**src/rtl/lock_supervisor.sv**
```systemverilog
`default_nettype none
// =============================================================================
// Module      : lock_supervisor
// Description : Combination-lock sequencer: digit entry, fail counting with
//               timed lockout, and code reprogramming while open.
// Revision    : 1.0 - initial release
// =============================================================================
module lock_supervisor #(
    parameter int unsigned             DIGITS         = 6,
    parameter int unsigned             MAX_FAILS      = 3,
    parameter int unsigned             LOCKOUT_CYCLES = 16,
    parameter logic [4*DIGITS-1:0]     DEFAULT_CODE   = 24'h432731
) (
    input  logic       clk,
    input  logic       reset,
    input  logic [3:0] digit_in,
    input  logic       digit_valid,
    input  logic       lock_cmd,
    input  logic       prog_cmd,
    output logic [2:0] state_out,
    output logic [2:0] digit_idx,
    output logic [1:0] fail_cnt,
    output logic       is_open
);

    localparam int unsigned          c_CODE_W    = 4 * DIGITS;
    localparam int unsigned          c_SHADOW_W  = 4 * (DIGITS - 1);
    localparam int unsigned          c_CNT_W     = (LOCKOUT_CYCLES > 1) ? $clog2(LOCKOUT_CYCLES) : 1;
    localparam logic [c_CNT_W-1:0]   c_LOCK_LOAD = c_CNT_W'(LOCKOUT_CYCLES - 1);
    localparam logic [1:0]           c_MAX_FAILS = 2'(MAX_FAILS);
    localparam logic [2:0]           c_LAST_IDX  = 3'(DIGITS - 1);

    typedef enum logic [2:0] {
        ST_ENTER   = 3'd0,
        ST_OPEN    = 3'd1,
        ST_FAIL    = 3'd2,
        ST_LOCKOUT = 3'd3,
        ST_PROG    = 3'd4
    } state_t;

    state_t                r_state_q,  w_state_d;
    logic [2:0]            r_idx_q,    w_idx_d;
    logic [1:0]            r_fail_q,   w_fail_d;
    logic                  r_mis_q,    w_mis_d;
    logic                  r_open_q,   w_open_d;
    logic [c_CNT_W-1:0]    r_lock_q,   w_lock_d;
    logic [c_CODE_W-1:0]   r_code_q,   w_code_d;
    logic [c_SHADOW_W-1:0] r_shadow_q, w_shadow_d;

    logic [3:0] w_code_digit;
    logic       w_digit_bad;
    logic       w_cur_mis;
    logic       w_last;

    always_comb begin
        w_code_digit = '0;
        for (int k = 0; k < int'(DIGITS); k++) begin
            if (r_idx_q == 3'(k)) begin
                w_code_digit = r_code_q[c_CODE_W-1-4*k -: 4];
            end
        end
    end

    assign w_digit_bad = (digit_in > 4'd9);
    assign w_cur_mis   = w_digit_bad | (digit_in != w_code_digit);
    assign w_last      = (r_idx_q == c_LAST_IDX);

    always_comb begin
        w_state_d  = r_state_q;
        w_idx_d    = r_idx_q;
        w_fail_d   = r_fail_q;
        w_mis_d    = r_mis_q;
        w_lock_d   = r_lock_q;
        w_code_d   = r_code_q;
        w_shadow_d = r_shadow_q;

        case (r_state_q)
            ST_ENTER: begin
                if (digit_valid) begin
                    if (w_last) begin
                        if (!(r_mis_q | w_cur_mis)) begin
                            w_state_d = ST_OPEN;
                            w_fail_d  = '0;
                            w_mis_d   = 1'b0;
                            w_idx_d   = '0;
                        end else begin
                            w_state_d = ST_FAIL;
                            w_mis_d   = 1'b1;
                            if (r_fail_q != c_MAX_FAILS) begin
                                w_fail_d = r_fail_q + 2'd1;
                            end
                        end
                    end else begin
                        w_mis_d = r_mis_q | w_cur_mis;
                        w_idx_d = r_idx_q + 3'd1;
                    end
                end
            end
            ST_FAIL: begin
                if (r_fail_q == c_MAX_FAILS) begin
                    w_state_d = ST_LOCKOUT;
                    w_lock_d  = c_LOCK_LOAD;
                end else begin
                    w_state_d = ST_ENTER;
                    w_mis_d   = 1'b0;
                    w_idx_d   = '0;
                end
            end
            ST_LOCKOUT: begin
                if (r_lock_q == '0) begin
                    w_state_d = ST_ENTER;
                    w_fail_d  = '0;
                    w_mis_d   = 1'b0;
                    w_idx_d   = '0;
                end else begin
                    w_lock_d = r_lock_q - c_CNT_W'(1);
                end
            end
            ST_OPEN: begin
                // lock_cmd has priority over prog_cmd
                if (lock_cmd) begin
                    w_state_d = ST_ENTER;
                    w_idx_d   = '0;
                    w_mis_d   = 1'b0;
                end else if (prog_cmd) begin
                    w_state_d = ST_PROG;
                    w_idx_d   = '0;
                end
            end
            ST_PROG: begin
                if (digit_valid) begin
                    if (w_digit_bad) begin
                        w_state_d = ST_OPEN;
                        w_idx_d   = '0;
                    end else if (w_last) begin
                        w_code_d  = {r_shadow_q, digit_in};
                        w_state_d = ST_OPEN;
                        w_idx_d   = '0;
                    end else begin
                        for (int k = 0; k < int'(DIGITS) - 1; k++) begin
                            if (r_idx_q == 3'(k)) begin
                                w_shadow_d[c_SHADOW_W-1-4*k -: 4] = digit_in;
                            end
                        end
                        w_idx_d = r_idx_q + 3'd1;
                    end
                end
            end
            default: begin
                w_state_d = ST_ENTER;
                w_idx_d   = '0;
            end
        endcase

        w_open_d = (w_state_d == ST_OPEN);
    end

    always_ff @(posedge clk) begin
        if (reset) begin
            r_state_q  <= ST_ENTER;
            r_idx_q    <= '0;
            r_fail_q   <= '0;
            r_mis_q    <= 1'b0;
            r_open_q   <= 1'b0;
            r_lock_q   <= '0;
            r_code_q   <= DEFAULT_CODE;
            r_shadow_q <= '0;
        end else begin
            r_state_q  <= w_state_d;
            r_idx_q    <= w_idx_d;
            r_fail_q   <= w_fail_d;
            r_mis_q    <= w_mis_d;
            r_open_q   <= w_open_d;
            r_lock_q   <= w_lock_d;
            r_code_q   <= w_code_d;
            r_shadow_q <= w_shadow_d;
        end
    end

    assign state_out = r_state_q;
    assign digit_idx = r_idx_q;
    assign fail_cnt  = r_fail_q;
    assign is_open   = r_open_q;

endmodule
`default_nettype wire
```
**config.mk**
```make
export PLATFORM = sky130hd
export DESIGN_NAME = lock_supervisor
export DESIGN_NICKNAME = d
export VERILOG_FILES = /design/src/rtl/lock_supervisor.sv
export SDC_FILE = /design/constraint.sdc
export NUM_CORES = 1
export LEC_CHECK = 0
export CORE_MARGIN = 2
export CORE_UTILIZATION = 55
export CTS_BUF_LIST = sky130_fd_sc_hd__clkbuf_2
export DETAILED_ROUTE_END_ITERATION = 12
export GPL_TIMING_DRIVEN = 1
export PLACE_DENSITY_LB_ADDON = 0.05
export SYNTH_ARGS = -nofsm -noshare
export SYNTH_HDL_FRONTEND = slang
export SYNTH_SLANG_ARGS = --single-unit
```
**constraint.sdc**
```tcl
create_clock -name clk -period 4.1 [get_ports clk]
set_clock_uncertainty 0.15 [all_clocks]
set_input_delay 1.025 -clock clk [delete_from_list [all_inputs] [get_ports clk]]
set_output_delay 1.025 -clock clk [all_outputs]
set_load 0.005 [all_outputs]
```
==> out/metrics.csv <==
stage,metric,value,unit
detailed_routing,final WL,6160,um
final_layout,fin cells,418,
clocking,cts hold-fix bufs,0,
final_layout,layout cells sized above 1,9.12,%
timing,max_slew headroom,49.0,%
timing,Worst Tran Pin Value,0.760,ns
logic_synthesis,"top cells by area, synth","dfxtp_1, nand2_1, mux2i_1, nor2_1, a21oi_1",
timing,Max Freq,0.295,GHz
clocking,Root Buffer Master,clkbuf_2,
clocking,CTS Buffer Depth,2,
logic_synthesis,Post-synth EDFFs,0,
grt,first-pass GRT wire length,10100,um
logic_synthesis,Synth async-reset ratio,0,%
clocking,"CTS clk-pin slew, worst paths",0.16,ns
placed_design,hpwl dp,4160,um
critical_path,R2R Path End,digit_idx[0],
critical_path,Critical Path Sink,digit_idx[0],
logic_synthesis,synthesized area per cell,8.19,sq um
timing,slack of the critical path,0.706,ns
final_layout,Area growth syn-to-layout,12.0,%
logic_synthesis,"Seq/Total Area, Yosys",43.0,%
placed_design,Buffers on Ports,17,
critical_path,CP Capture Type,register,
detailed_routing,Post-route DRC,0,
final_layout,fill count,426,
clocking,post-CTS sizing,0,
detailed_routing,WL per Instance,14.7,um
clocking,clock latency on the worst-skew pair,0.48,ns
outcome,status,"complete, no violations",
power,Pwr Density,337,mW/mm^2
logic_synthesis,ys flop type,dfxtp_1,
clocking,CTS tree,done,
placed_design,Inst Count DP,402,
critical_path,Setup crit start kind,register,
placed_design,dpl ws,0.695,ns
logic_synthesis,Synth area leader,dfxtp_1,
clocking,CTS Buf Count,9,
timing,Final Hold Slack,0.303,ns
critical_path,r2r worst-path depth,8,
clocking,# Post-CTS Setup Buffers,0,
detailed_routing,DR iter-0 viols,162,
die,Die Ht,74.1,um
timing,Fin. Hold Viols,0,
critical_path,crit path max fanout,15,
critical_path,Worst Setup SP,digit_idx[1],
detailed_routing,DR vias/cell,5.60,
logic_synthesis,syn nets,342,
grt,number of antenna violations at the first check in global routing,0,
die,# rows,25,
final_layout,post-layout util,64.1,%
critical_path,FF-to-FF Start,digit_idx[1],
final_layout,Final #Nets,358,
detailed_routing,DRT Pass-1 Iters,5,
timing,Setup TNS,0,ns
die,Initial Util,57.2,%
logic_synthesis,Mapped Cells,330,
logic_synthesis,top-count cell post-synth,nand2_1,
critical_path,critical path type,register to register,
die,die area,0.00549,sq mm
power,worst vdd ir,0.000254,V
die,Core Area,0.00472,sq mm
logic_synthesis,Mapped Area,0.00270,sq mm
run,max-cap violations,0,
clocking,# H-tree levels,3,
timing,part of the cycle the worst path needs,82.8,%
logic_synthesis,Synth Warn #,0,
grt,Total Routing Usage GR,24.7,%
placed_design,GPL Wtd Cong,0.856,
critical_path,crit path DAT,3.63,ns
logic_synthesis,synth cell count leaders,"nand2_1, dfxtp_1, nor2_1",
detailed_routing,total number of vias,2339,
timing,unrepaired setup endpoints after global routing,no,
detailed_routing,post-route ant nets,0,
min_path,Worst Hold Class,register to register,
clocking,Clock Sinks,58,
critical_path,reg-to-reg setup timing slack,0.71,ns
die,Boundary Pins,18,
die,die width,74.1,um
power,leakage power,1.16,nW
logic_synthesis,post-synthesis register bit count,58,
timing,"Slew Viols, Final",0,
timing,Final Setup Violations,0,
grt,total grt overflow,0,
final_layout,ant diodes,0,
grt,vias in the first global route,2018,
logic_synthesis,Netlist cell types,48,
critical_path,Worst EP required,4.33,ns
logic_synthesis,top cell type's share of synthesized area,43.0,%
timing,crit path time final,3.39,ns
grt,largest net degree at the start of global routing,28,
==> worst min-delay path by stage <==
| stage | start | end | slack, ns | depth (start not counted) |
|---|---|---|---|---|
| after floorplan | r_shadow_q[8] | r_code_q[12] | 0.28 | 2 |
| after global placement | r_shadow_q[16] | r_code_q[20] | 0.29 | 2 |
| after detailed placement | r_shadow_q[7] | r_code_q[11] | 0.29 | 2 |
| after CTS | r_shadow_q[8] | r_code_q[12] | 0.31 | 2 |
| after global routing | r_shadow_q[8] | r_code_q[12] | 0.33 | 2 |
| final | r_shadow_q[8] | r_code_q[12] | 0.30 | 2 |
==> metrics by stage <==
stage               total power [mW]  instance area (sq um)
floorplan                      0.653                   2700
global placement               0.682                   2920
detailed placement             0.682                   2920
CTS                             1.02                   3030
global route                    1.06                   3030
finish                          1.02                   3030
==> worst max-delay path: stages (launching register included) <==
cell	delay, ns
dfxtp_1	0.52
and2_1	0.27
ha_1	0.30
or2_1	0.31
o311a_1	0.38
or4b_4	0.50
a2111oi_4	0.48
nor4_2	0.10
o31a_1	0.30
==> sequential cells by signal, indices dropped and copies added, names as in the netlist <==
| signal | cells |
|---|---|
| r_code_q | 24 |
| r_shadow_q | 20 |
| r_lock_q | 4 |
| digit_idx | 3 |
| state_out | 3 |
| fail_cnt | 2 |
| is_open | 1 |
| r_mis_q | 1 |
==> layout by cell type (no fill, tap or decap), drive strengths merged, types with 2 or more instances in the layout <==
cell	n
a21oi	25
inv	9
clkinv	3
o221a	2
a2bb2oi	3
o21ai	6
or2	3
nor3	5
a211oi	4
and2	2
o21bai	2
nand2	70
nor2b	3
a21o	2
nand2b	5
buf	8
ha	3
nor2	35
clkdlybuf4s50	17
a31o	2
mux2i	25
clkbuf	12
nor4	3
xnor2	2
xor2	3
dfxtp	58
nand3	21
==> report_power, final <==
group	internal [mW]	switching (mW)
Clock	0.144	0.205
Sequential	0.567	0.00595
Combinational	0.0435	0.0542
Total	0.755	0.265
==> cell families (layout without fill, tap and decap cells) <==
family	Yosys count	after routing	share of synthesized area (%)
and+or+nand+nor	153	153	25.4
muxes	26	26	9.68
AOI/OAI and AO/OA	56	56	14.2
adders and majority gates	3	3	1.39
xor gates and xnor gates	5	5	1.62
buffers and inverters	29	50	4.68
DFF	58	58	43.0
==> layout make-up <==
class                   count  area [sq um]  area share, %
clock inverters             4          42.5           1.41
multi-input cells         243          1410           46.7
clock buffers              12          60.1           1.99
repair buffers             25           230           7.61
well taps                  67          83.8           2.77
inverters                   9          33.8           1.12
flip-flops and latches     58          1160           38.4
==> metal layers <==
metal  up-vias  wire length, um  track usage [%]
met5         -                0                0
met4         0              124             10.7
met3        15              344             5.42
met2        92             2720             37.1
met1      1077             2970             34.4
li1       1155                -                -
(Power assumes the default switching activity.)
